**config.mk**
```make
export PLATFORM = sky130hd
export DESIGN_NAME = dcache_miss_ctrl
export DESIGN_NICKNAME = d
export VERILOG_FILES = /design/src/rtl/dcache_miss_ctrl.sv
export SDC_FILE = /design/constraint.sdc
export NUM_CORES = 1
export LEC_CHECK = 0
export CORE_MARGIN = 3
export CORE_UTILIZATION = 40
export CTS_CLUSTER_SIZE = 20
export DETAILED_ROUTE_END_ITERATION = 8
export PLACE_DENSITY = 0.73
export SLEW_MARGIN = 30
export SYNTH_ARGS = -nofsm -noshare
export SYNTH_HDL_FRONTEND = slang
export SYNTH_SLANG_ARGS = --single-unit
```
**constraint.sdc**
```tcl
create_clock -name clk -period 2.89 [get_ports clk]
set_input_delay 0.578 -clock clk [delete_from_list [all_inputs] [get_ports clk]]
set_output_delay 0.578 -clock clk [all_outputs]
set_load 0.1 [all_outputs]
```
**src/rtl/dcache_miss_ctrl.sv**
```systemverilog
// Two-way data cache controller: hit/miss lookup, write-through stores, 8-word load refill.
// Latency: hits and stores complete the same cycle; a load miss stalls for at least 10 cycles plus memory return latency.
// Backpressure: stall holds the CPU request; memory accepts one request per cycle, and read returns may arrive at any later time.
module dcache_miss_ctrl (
    input  logic        clk,
    input  logic        rst,
    input  logic        req_valid,
    input  logic        req_write,
    input  logic [15:0] req_addr,
    input  logic [15:0] req_wdata,
    input  logic [7:0]  tag_out_0,
    input  logic [7:0]  tag_out_1,
    input  logic [15:0] mem_rdata,
    input  logic        mem_rvalid,
    output logic [63:0] block_en,
    output logic [7:0]  word,
    output logic        write_en_0,
    output logic        write_en_1,
    output logic        data_wen,
    output logic        tag_wen,
    output logic [15:0] data_in,
    output logic [7:0]  tag_in_0,
    output logic [7:0]  tag_in_1,
    output logic        stall,
    output logic        hit,
    output logic        hit_way,
    output logic        mem_en,
    output logic        mem_wr,
    output logic [15:0] mem_addr,
    output logic [15:0] mem_wdata
);
    typedef enum logic [1:0] {IDLE, FILL, TAG_WR} state_t;

    state_t      state, state_nxt;
    logic [3:0]  issue_cnt, issue_cnt_nxt;
    logic [3:0]  recv_cnt, recv_cnt_nxt;
    logic        victim, victim_nxt;
    logic [5:0]  tag_r, tag_r_nxt;
    logic [5:0]  index_r, index_r_nxt;
    logic [63:0] lru;
    logic        lru_we, lru_val;
    logic [5:0]  lru_idx;
    logic        hit_0, hit_1;
    logic        unused_bits;

    // Metadata bit 6 is always zero and the address byte offset is never used.
    assign unused_bits = ^{tag_out_0[6], tag_out_1[6], req_addr[0]};

    always_ff @(posedge clk) begin
        if (!rst) begin
            state     <= IDLE;
            issue_cnt <= 4'd0;
            recv_cnt  <= 4'd0;
            victim    <= 1'b0;
            tag_r     <= 6'd0;
            index_r   <= 6'd0;
            lru       <= '0;
        end else begin
            state     <= state_nxt;
            issue_cnt <= issue_cnt_nxt;
            recv_cnt  <= recv_cnt_nxt;
            victim    <= victim_nxt;
            tag_r     <= tag_r_nxt;
            index_r   <= index_r_nxt;
            if (lru_we) begin
                lru[lru_idx] <= lru_val;
            end
        end
    end

    always_comb begin
        state_nxt     = state;
        issue_cnt_nxt = issue_cnt;
        recv_cnt_nxt  = recv_cnt;
        victim_nxt    = victim;
        tag_r_nxt     = tag_r;
        index_r_nxt   = index_r;
        lru_we        = 1'b0;
        lru_val       = 1'b0;
        lru_idx       = req_addr[9:4];
        block_en      = 64'd0;
        word          = 8'd0;
        write_en_0    = 1'b0;
        write_en_1    = 1'b0;
        data_wen      = 1'b0;
        tag_wen       = 1'b0;
        data_in       = 16'd0;
        tag_in_0      = 8'd0;
        tag_in_1      = 8'd0;
        stall         = 1'b0;
        hit           = 1'b0;
        hit_way       = 1'b0;
        mem_en        = 1'b0;
        mem_wr        = 1'b0;
        mem_addr      = 16'd0;
        mem_wdata     = 16'd0;
        hit_0         = tag_out_0[7] && (tag_out_0[5:0] == req_addr[15:10]);
        hit_1         = tag_out_1[7] && (tag_out_1[5:0] == req_addr[15:10]);

        case (state)
            IDLE: begin
                block_en = 64'd1 << req_addr[9:4];
                word     = 8'd1 << req_addr[3:1];
                hit      = req_valid && (hit_0 || hit_1);
                // A double hit resolves to way 0.
                hit_way  = hit_1 && !hit_0;
                if (req_valid && req_write) begin
                    mem_en    = 1'b1;
                    mem_wr    = 1'b1;
                    mem_addr  = req_addr;
                    mem_wdata = req_wdata;
                    if (hit) begin
                        write_en_0 = !hit_way;
                        write_en_1 = hit_way;
                        data_wen   = 1'b1;
                        data_in    = req_wdata;
                        lru_we     = 1'b1;
                        lru_val    = !hit_way;
                    end
                end else if (req_valid && hit) begin
                    lru_we  = 1'b1;
                    lru_val = !hit_way;
                end else if (req_valid) begin
                    stall         = 1'b1;
                    victim_nxt    = !tag_out_0[7] ? 1'b0 :
                                    (!tag_out_1[7] ? 1'b1 : lru[req_addr[9:4]]);
                    tag_r_nxt     = req_addr[15:10];
                    index_r_nxt   = req_addr[9:4];
                    issue_cnt_nxt = 4'd0;
                    recv_cnt_nxt  = 4'd0;
                    state_nxt     = FILL;
                end
            end
            FILL: begin
                stall    = 1'b1;
                block_en = 64'd1 << index_r;
                if (!issue_cnt[3]) begin
                    mem_en        = 1'b1;
                    mem_addr      = {tag_r, index_r, issue_cnt[2:0], 1'b0};
                    issue_cnt_nxt = issue_cnt + 4'd1;
                end
                if (mem_rvalid) begin
                    word         = 8'd1 << recv_cnt[2:0];
                    data_wen     = 1'b1;
                    data_in      = mem_rdata;
                    write_en_0   = !victim;
                    write_en_1   = victim;
                    recv_cnt_nxt = recv_cnt + 4'd1;
                    if (recv_cnt == 4'd7) begin
                        state_nxt = TAG_WR;
                    end
                end
            end
            TAG_WR: begin
                stall      = 1'b1;
                block_en   = 64'd1 << index_r;
                tag_wen    = 1'b1;
                write_en_0 = !victim;
                write_en_1 = victim;
                if (victim) begin
                    tag_in_1 = {2'b10, tag_r};
                end else begin
                    tag_in_0 = {2'b10, tag_r};
                end
                lru_we    = 1'b1;
                lru_idx   = index_r;
                lru_val   = !victim;
                state_nxt = IDLE;
            end
            default: state_nxt = IDLE;
        endcase
    end
endmodule

```
==> run metrics, run 1 <==
CTS root buf clkbuf_16; die extent in y 129 µm; kind of critical path input pin to output pin; GPL Wtd Cong 0.911; Post-Route Skew 0.00664 ns; status completed; worst r2r src state[0]$_SDFFE_PN0P_; Row Count 44; # IOs 214; final WL 22.9 mm; critical path arrival 2.24 ns; post-synth top area cell dfxtp_1; number of global-route vias before repair 6407; via count 6567; adder and majority gate portion of the synthesized area 0.0250; list of most frequent post-synthesis cells nand2_1 (121), mux2i_1 (88), dfxtp_1 (87), nor2_1 (79), a21oi_1 (70); Worst setup SP type input pin; Die Wd 129 µm; initial antenna violation count 0; layout cells sized above 1 0.416; CTS tree built; Routed wire per std cell 19.5 µm; Tot GR Track Use 0.273; Area Overhead vs Synth 88.3%; Post-synth EDFFs 0; worst setup margin 0.0723 ns; min-delay worst type register to register; number of diodes 0; count of final setup violators 0; largest net degree at the start of global routing 65; post-synthesis compound-gate area fraction 0.174; finished layout cell area 11300 µm²; PD cells 551 nW/µm²; Slew headroom 0.582; core area 14600 µm²; hold_sp lru[45]$_SDFFE_PN0P_; Least-Margin Pin Slew 0.628 ns; maxcap violations 0; setup repair after global routing missed its margin yes; min Tclk post-route 2.82 ns; Worst Setup End Kind output pin; final core occ 0.773; Post-Place Setup Slack -0.245 ns; top-area cell type share of the netlist area 0.290; Power Total 6.24 mW; Mapped Cells 754; Max Transition Viols Final 0; Yosys warnings 0; H-tree depth 3; synthesized area per cell 7.98 µm²; Reg clk slew, reported paths 0.06 ns; Initial Utilization 0.411; FFs w/ async S/R, synth 0; FILL cells 917; DRT Pass-1 Iters 6; CP required 2.31 ns; Clock Tree Buf Depth 2; largest family of logic cells by synthesized area simple AND/OR/NAND/NOR gates; die outline area 16500 µm²; FMAX 355 MHz; simple-gate share of the synthesized area 0.240; Yosys cell types 55; top-count cell post-synth nand2_1; top post-synthesis cells by area dfxtp_1 (29%), mux2i_1 (15%), nand2_1 (7.6%), a21oi_1 (5.8%), nor2_1 (4.9%); endpoints failing hold 0; cts bufs inserted 9; xor/xnor share of the synthesized area 0.0175; Yosys reg bits 87; Final HPWL DP 16.6 mm; global-route wire length before repair 36.0 mm; Fin Hold WS 0.452 ns; Initial DRC Count 615; remaining antenna violation count 0; Critical Path Start req_addr[4]; peak supply drop 0.000413 V; nets@finish 1063; via/cell ratio 5.61; Tcrit/Tclk final 0.975; clk sinks 87; worst skew pair latency 0.36 ns; Main synth FF type dfxtp_1; IO Port Bufs 209; mux cell area share after synthesis 0.201; Mapped Area 6010 µm²; Pleak 4.14 nW; DRC 0; area post-placement 10700 µm²; crit-path max FO 22; sequential area share after synthesis 0.290; grt total ovfl 0
## state kept, by name, indices dropped and copies added, names as in the netlist
| name | cells |
|---|---|
| state | 2 |
| index_r | 6 |
| tag_r | 6 |
| issue_cnt | 4 |
| lru | 64 |
| recv_cnt | 4 |
| victim | 1 |
## cells by family after synthesis
logic type | after synthesis
other | 1
multiplexers | 104
adder cells (fa/ha/maj) | 12
XOR/XNOR | 12
flip-flops | 87
buffers and inverters | 71
AND/OR/NAND/NOR | 309
AO/OA/AOI/OAI | 158
## critical path, stage by stage
cell	delay [ns]
clkdlybuf4s50_1	0.44
buf_12	0.18
o31ai_2	0.30
buf_4	0.20
nand2_2	0.16
nor2_4	0.17
buf_12	0.18
## placed cells by master (no fill, tap or decap), types with 4 or more instances in the layout
cell type	netlist	routed
nor2b_1	25	25
clkdlybuf4s50_1	0	41
mux2i_1	88	88
a21oi_1	70	69
mux2_2	4	4
buf_12	0	153
and2_2	0	22
a32o_1	5	5
nor3_1	6	6
nand3_1	11	10
dfxtp_1	87	85
buf_4	7	54
clkbuf_16	0	9
xor2_2	0	6
a22o_1	33	12
o21ai_1	0	5
a22o_2	0	6
o22ai_1	5	5
a22o_4	0	15
nand2_4	0	4
o211ai_1	6	6
dlymetal6s2s_1	0	4
dlygate4sd2_1	0	11
nor2_2	1	4
inv_1	11	11
and3_1	8	7
nand3b_1	4	4
o21ai_0	17	9
mux4_2	9	9
nor2_1	79	11
nand2_1	121	103
ha_1	12	10
nor2_4	0	65
and2_1	28	5
nand2_2	0	14
nand2b_1	11	9
## area by class of cell
cell class,instances,area (µm²),area share
clock inverter,6,51.3,0.00453
timing repair buffer,276,4130,0.365
tap,184,230,0.0203
sequential,87,1740,0.154
multi-input combinational,597,4880,0.431
clock buffer,10,239,0.0211
inverter,11,41.3,0.00365
## per-layer routing
metal  vias up  wire, µm  track usage
met5         -         0            0
met3        51      1530       0.0535
met2       270     11400        0.453
met1      3137      9380        0.361
met4         0       571       0.0852
li1       3109         -            -
## timing repair
item                                    in CTS  in global routing
pin swaps                                   20                 14
gates cloned                                 1                  0
setup buffers                                5                  1
endpoints found under the setup margin      85                 74
resized for setup                           68                 24
hold buffers                                 0                  0
## per-stage QoR
step	std cells	setup TNS, ns
6_report	1171	0
5_1_grt	1171	-0.0197
4_1_cts	1171	0
3_5_place_dp	1150	-7.17
3_3_place_gp	1150	-5.39
2_1_floorplan	755	-2.04
## power breakdown
group	internal [mW]	switching, mW
sequential	1.23	0.0475
combinational	1.31	2.51
clock	0.621	0.520
## worst paths after layout
| path | end | slack, ns | cells past startpoint |
|---|---|---|---|
| setup / recovery | block_en[60] | 0.07 | 7 |
| hold / removal | lru[45]$_SDFFE_PN0P_ | 0.45 | 2 |
| setup reg to reg | lru[27]$_SDFFE_PN0P_ | 0.50 | 6 |
| hold reg to reg | lru[45]$_SDFFE_PN0P_ | 0.45 | 2 |
No activity file was read; power rests on OpenSTA's default activity.
==> run 2: changes to the inputs <==
--- a/config.mk
+++ b/config.mk
@@ -10,7 +10,7 @@
 export CTS_CLUSTER_SIZE = 20
 export DETAILED_ROUTE_END_ITERATION = 8
 export PLACE_DENSITY = 0.73
-export SLEW_MARGIN = 30
+export SLEW_MARGIN = 20
 export SYNTH_ARGS = -nofsm -noshare
 export SYNTH_HDL_FRONTEND = slang
 export SYNTH_SLANG_ARGS = --single-unit
==> constraint.sdc (replaced) <==
create_clock -name clk -period 2.9 [get_ports clk]
set_input_delay 0.58 -clock clk [delete_from_list [all_inputs] [get_ports clk]]
set_output_delay 0.58 -clock clk [all_outputs]
set_load 0.1 [all_outputs]
==> run 2 against run 1 <==
Net effect: sequential share of layout area is 0.096 points lower; combinational power hardly changed; core utilization is 0.49 points higher; setup slack worse by 0.0091 ns; non-clock buffer count is 14 higher; highest routed layer unchanged; global-route usage is 0.58 points higher; critical endpoint is now block_en[33]; first-iteration DRC count is 7.6% lower; critical path depth is 2 higher; sequential cell count stayed put; count of clock-buffer cells in the layout is 2 higher; die area stayed put.
==> run metrics, run 2 (synthesis results as in run 1) <==
biggest regs lru x64, index_r x6, tag_r x6 (unchanged); Worst setup SP type input pin (unchanged); Final HPWL DP 17.4 mm (was 16.6 mm); worst r2r src state[0]$_SDFFE_PN0P_ (unchanged); maxcap violations 0 (unchanged); min-delay worst type register to register (unchanged); crit-path max FO 6 (was 22); largest net degree at the start of global routing 66 (was 65); clk sinks 87 (unchanged); Non-Filler Instances 1186 (was 1171); Post-Route Skew 0.00499 ns (was 0.00664 ns); Worst Setup End Kind output pin (unchanged); setup repair after global routing missed its margin yes (unchanged); kind of critical path input pin to output pin (unchanged); endpoints failing hold 0 (unchanged); Pleak 4.15 nW (was 4.14 nW); GPL Wtd Cong 0.879 (was 0.911); hold buffer count at CTS 0 (unchanged); hold_sp lru[41]$_SDFFE_PN0P_ (was lru[45]$_SDFFE_PN0P_); final WL 23.7 mm (was 22.9 mm); most frequent CP cell buf_4 (was buf_12); final core occ 0.778 (was 0.773); critical path arrival 2.26 ns (was 2.24 ns); count of final setup violators 0 (unchanged); Die Wd 129 µm (unchanged); Largest Register lru (unchanged); via count 6724 (was 6567); CP required 2.32 ns (was 2.31 ns); initial antenna violation count 1 (was 0); global route hottest layer met2 (unchanged); # IOs 214 (unchanged); Initial DRC Count 568 (was 615); Post-Place Setup Slack -0.224 ns (was -0.245 ns); min Tclk post-route 2.84 ns; PD cells 558 nW/µm² (was 551 nW/µm²); FMAX 353 MHz; most common cell after layout, fill and taps aside buf_12 (unchanged); setup TNS 0 ns (unchanged); CTS tree built (unchanged); DRT Pass-1 Iters 5 (was 6); Row Count 44 (unchanged); core area 14600 µm² (unchanged); nets@finish 1077 (was 1063); commonest cells after routing, fill and taps aside buf_12 (149), nand2_1 (103), mux2i_1 (88) (was buf_12 (153), nand2_1 (103), mux2i_1 (88)); Reg2Reg Depth 7 (was 6); grt total ovfl 0 (unchanged); grt met3 use 0.0569 (was 0.0535); Global Route met1 Usage 0.366 (was 0.361); max reg flops 64 (unchanged); area post-placement 10700 µm² (about the same); IO Port Bufs 209 (unchanged); H-tree depth 3 (unchanged); status completed (unchanged); GR Util met2 0.464 (was 0.453); Routed wire per std cell 19.9 µm (was 19.5 µm); Reg clk slew, reported paths 0.06 ns (about the same); slowest stage cell, crit path clkdlybuf4s50_1 (unchanged); CP Buf/Inv Count 5 (was 4); FF-to-FF setup slack 0.54 ns (was 0.50 ns); global-route wire length before repair 36.8 mm (was 36.0 mm); FILL cells 893 (was 917); reg2reg end lru[51]$_SDFFE_PN0P_ (was lru[27]$_SDFFE_PN0P_); Worst Hold End lru[41]$_SDFFE_PN0P_ (was lru[45]$_SDFFE_PN0P_); via/cell ratio 5.67 (was 5.61); cts bufs inserted 9 (unchanged); Least-Margin Pin Slew 0.600 ns (was 0.628 ns); Hold Path Depth 2 (unchanged); CP max stage delay 0.44 ns (about the same); worst setup margin 0.0632 ns (was 0.0723 ns); Tcrit/Tclk final 0.978; Max Transition Viols Final 0 (unchanged); CTS root buf clkbuf_16 (unchanged); Initial Utilization 0.411 (unchanged); worst skew pair latency 0.33 ns (was 0.36 ns); layout cells sized above 1 0.422 (was 0.416); Tot GR Track Use 0.279 (was 0.273); remaining antenna violation count 0 (unchanged); Placed Cells 1160 (was 1150); Area Overhead vs Synth 89.5% (was 88.3%); peak supply drop 0.000320 V (was 0.000413 V); crit path cell chain clkdlybuf4s50_1 -> buf_6 -> buf_4 -> nand2b_1 -> o21ai_1 -> buf_4 -> nand2_2 -> nor2_4 -> buf_12 (was clkdlybuf4s50_1 -> buf_12 -> o31ai_2 -> buf_4 -> nand2_2 -> nor2_4 -> buf_12); die extent in y 129 µm (unchanged); DRC 0 (unchanged); Slew headroom 0.599 (was 0.582); Clock Tree Buf Depth 2 (unchanged); number of global-route vias before repair 6516 (was 6407); family with the most delay on the worst path buffers and inverters (unchanged); finished layout cell area 11400 µm² (was 11300 µm²); die outline area 16500 µm² (unchanged)
run 2: final cells by class:
type | instances | area, µm² | area share
diodes | 1 | 2.50 | 0.000220
clock buffers | 12 | 256 | 0.0225
clock inverters | 4 | 76.3 | 0.00670
inverters | 11 | 41.3 | 0.00362
multi-input cells | 597 | 4820 | 0.423
flip-flops and latches | 87 | 1740 | 0.153
well taps | 184 | 230 | 0.0202
repair buffers | 290 | 4220 | 0.370
run 2: how the worst max path moves through the flow:
stage | startpoint | to | slack, ns | depth (start not counted)
2_1_floorplan | req_addr[5] | block_en[1] | -0.30 | 7
4_1_cts | tag_out_0[3] | write_en_1 | 0.002 | 10
6_report | req_addr[5] | block_en[33] | 0.06 | 9
3_3_place_gp | req_addr[13] | data_in[2] | -0.21 | 9
5_1_grt | req_addr[4] | block_en[14] | -0.04 | 9
3_5_place_dp | req_addr[13] | write_en_1 | -0.22 | 9
run 2: tightest hold or removal path, delay by kind of cell, from the launching register on:
kind          cells  cell delay (ns)
simple gates      1             0.05
flops             1             0.31
mux               1             0.05
run 2: through the flow:
step | total power, mW | hold slack (ns)
global placement | 4.94 | 0.439
global route | 6.57 | 0.477
floorplan | 3.67 | 0.430
CTS | 6.30 | 0.456
detailed placement | 4.97 | 0.446
finish | 6.36 | 0.456
run 2: repair_timing:
item                       in CTS  in global routing
setup buffers                   6                  2
cloned                          1                  0
setup endpoints to repair      86                 84
pin swaps                      15                  9
resized for setup              58                 20
run 2: routing by layer:
metal | up-vias | wire (µm) | share of wire
li1 | 3136 | - | -
met1 | 3205 | 9670 | 0.41
met2 | 313 | 11500 | 0.48
met3 | 70 | 1780 | 0.075
met4 | 0 | 748 | 0.032
met5 | - | 0 | 0
run 2: report_power, final:
group	total, mW	internal, mW	switching (mW)
logic	3.80	1.31	2.50
clock network	1.28	0.806	0.471
registers	1.28	1.23	0.0483
total	6.36	3.34	3.02
==> run 3: changes to the inputs <==
--- a/config.mk
+++ b/config.mk
@@ -7,6 +7,7 @@
 export LEC_CHECK = 0
 export CORE_MARGIN = 3
 export CORE_UTILIZATION = 40
+export CTS_BUF_LIST = sky130_fd_sc_hd__clkbuf_4 sky130_fd_sc_hd__clkbuf_8
 export CTS_CLUSTER_SIZE = 20
 export DETAILED_ROUTE_END_ITERATION = 8
 export PLACE_DENSITY = 0.73
==> run 3 against run 2 <==
Net effect: sequential cell count did not move; count of clock-buffer cells in the layout did not move; global-route usage fell by 0.28 points; clock skew is 0.0025 ns higher; first-iteration DRC count increased by 6.9%; highest routed layer unchanged.
==> run metrics, run 3 (synthesis results as in run 1) <==
commonest cells after routing, fill and taps aside buf_12 (149), nand2_1 (103), mux2i_1 (88) (unchanged); max reg flops 64 (unchanged); setup TNS 0 ns (unchanged); worst skew pair latency 0.35 ns (was 0.33 ns); Initial Utilization 0.411 (unchanged); PD cells 535 nW/µm² (was 558 nW/µm²); area of the multi-input gates 4790 µm² (was 4820 µm²); Worst Setup End Kind output pin (unchanged); crit-path max FO 7 (was 6); DRC 0 (unchanged); CP max stage delay 0.50 ns (was 0.44 ns); number of global-route vias before repair 6482 (was 6516); FILL cells 912 (was 893); setup repair after global routing missed its margin yes (unchanged); remaining antenna violation count 0 (unchanged); IO Port Bufs 209 (unchanged); hold buffer count at CTS 0 (unchanged); peak supply drop 0.000309 V (was 0.000320 V); slowest stage cell, crit path clkdlybuf4s50_1 (unchanged); clk sinks 87 (unchanged); via count 6712 (was 6724); DRT Pass-1 Iters 6 (was 5); H-tree depth 3 (unchanged); die outline area 16500 µm² (unchanged); finished layout cell area 11300 µm² (was 11400 µm²); Largest Register lru (unchanged); Area Overhead vs Synth 87.4% (was 89.5%); CTS tree built (unchanged); area post-placement 10700 µm² (unchanged); most common cell after layout, fill and taps aside buf_12 (unchanged); Placed Cells 1160 (unchanged); nets@finish 1078 (was 1077); Register Area 1740 µm² (unchanged); Die Wd 129 µm (unchanged); min Tclk post-route 2.86 ns (was 2.84 ns); via/cell ratio 5.65 (was 5.67); CP required 2.32 ns (about the same); GPL Wtd Cong 0.879 (unchanged); Clock Tree Buf Depth 2 (unchanged); Post-Place Setup Slack -0.224 ns (unchanged); largest net degree at the start of global routing 66 (unchanged); Worst setup SP type input pin (unchanged); biggest regs lru x64, index_r x6, tag_r x6 (unchanged); kind of critical path input pin to output pin (unchanged); Final HPWL DP 17.4 mm (unchanged); Slew headroom 0.588 (was 0.599); min-delay worst type register to register (unchanged); Post-Route Skew 0.00749 ns (was 0.00499 ns); initial antenna violation count 1 (unchanged); Tot GR Track Use 0.276 (was 0.279); Max Transition Viols Final 0 (unchanged); grt total ovfl 0 (unchanged); Pleak 4.10 nW (was 4.15 nW); count of final setup violators 0 (unchanged); Tcrit/Tclk final 0.986 (was 0.978); Fin Hold WS 0.458 ns (was 0.456 ns); Routed wire per std cell 19.7 µm (was 19.9 µm); final core occ 0.769 (was 0.778); FMAX 350 MHz (was 353 MHz); critical path arrival 2.28 ns (was 2.26 ns); crit path cell chain clkdlybuf4s50_1 -> buf_6 -> buf_4 -> nand2_1 -> o21ai_1 -> buf_4 -> nand2_2 -> nor2_4 -> buf_12 (was clkdlybuf4s50_1 -> buf_6 -> buf_4 -> nand2b_1 -> o21ai_1 -> buf_4 -> nand2_2 -> nor2_4 -> buf_12); Initial DRC Count 607 (was 568); die extent in y 129 µm (unchanged); endpoints failing hold 0 (unchanged); maxcap violations 0 (unchanged); global-route wire length before repair 36.6 mm (was 36.8 mm); final WL 23.3 mm (was 23.7 mm); Power Total 6.03 mW (was 6.36 mW); Non-Filler Instances 1187 (was 1186); status completed (unchanged); cts bufs inserted 9 (unchanged); Least-Margin Pin Slew 0.616 ns (was 0.600 ns); most frequent CP cell buf_4 (unchanged); worst setup margin 0.0408 ns (was 0.0632 ns); Reg clk slew, reported paths 0.08 ns (was 0.06 ns); # IOs 214 (unchanged); Row Count 44 (unchanged); core area 14600 µm² (unchanged); CTS root buf clkbuf_8 (was clkbuf_16); layout cells sized above 1 0.423 (was 0.422)
[run 3: per-layer routing]
metal | wire length (µm) | track usage | vias to the layer above | part of all wire
met5 | 0 | 0 | - | 0
met4 | 560 | 0.0667 | 0 | 0.024
met3 | 1830 | 0.0606 | 56 | 0.078
met2 | 11300 | 0.456 | 325 | 0.49
met1 | 9600 | 0.371 | 3195 | 0.41
li1 | - | - | 3136 | -
[run 3: area by class of cell]
type / count / area share
Sequential cell: 87 / 0.155
Antenna cell: 1 / 0.000222
Clock buffer: 12 / 0.0141
Clock inverter: 4 / 0.00677
Timing Repair Buffer: 291 / 0.375
Inverter: 11 / 0.00366
Tap cell: 184 / 0.0204
Multi-Input combinational cell: 597 / 0.425
[run 3: worst max-delay path: cells and delay by family]
kind            cells  cell delay [ns]
compound gates      1             0.15
buf+inv             5             1.18
simple gates        3             0.37
[run 3: final timing paths]
| path | startpoint | to | slack, ns | cells after the start |
|---|---|---|---|---|
| worst min register to register | lru[41]$_SDFFE_PN0P_ | lru[41]$_SDFFE_PN0P_ | 0.46 | 2 |
| worst max register to register | state[0]$_SDFFE_PN0P_ | lru[51]$_SDFFE_PN0P_ | 0.56 | 7 |
| worst max-delay path | req_addr[5] | block_en[23] | 0.04 | 9 |
| worst min-delay path | lru[41]$_SDFFE_PN0P_ | lru[41]$_SDFFE_PN0P_ | 0.46 | 2 |
[run 3: timing repair]
| action | 4_1_cts | 5_1_grt |
|---|---|---|
| pin swaps | 15 | 13 |
| buffers inserted | 5 | 4 |
| cloned | 1 | 0 |
| gates resized for setup | 57 | 17 |
| endpoints found under the setup margin | 86 | 85 |
[run 3: where the power goes]
group	switching [mW]	total [mW]	leakage (nW)	internal (mW)
Combinational	2.47	3.77	3.28	1.30
Clock	0.436	0.982	0.117	0.546
Sequential	0.0481	1.28	0.703	1.23
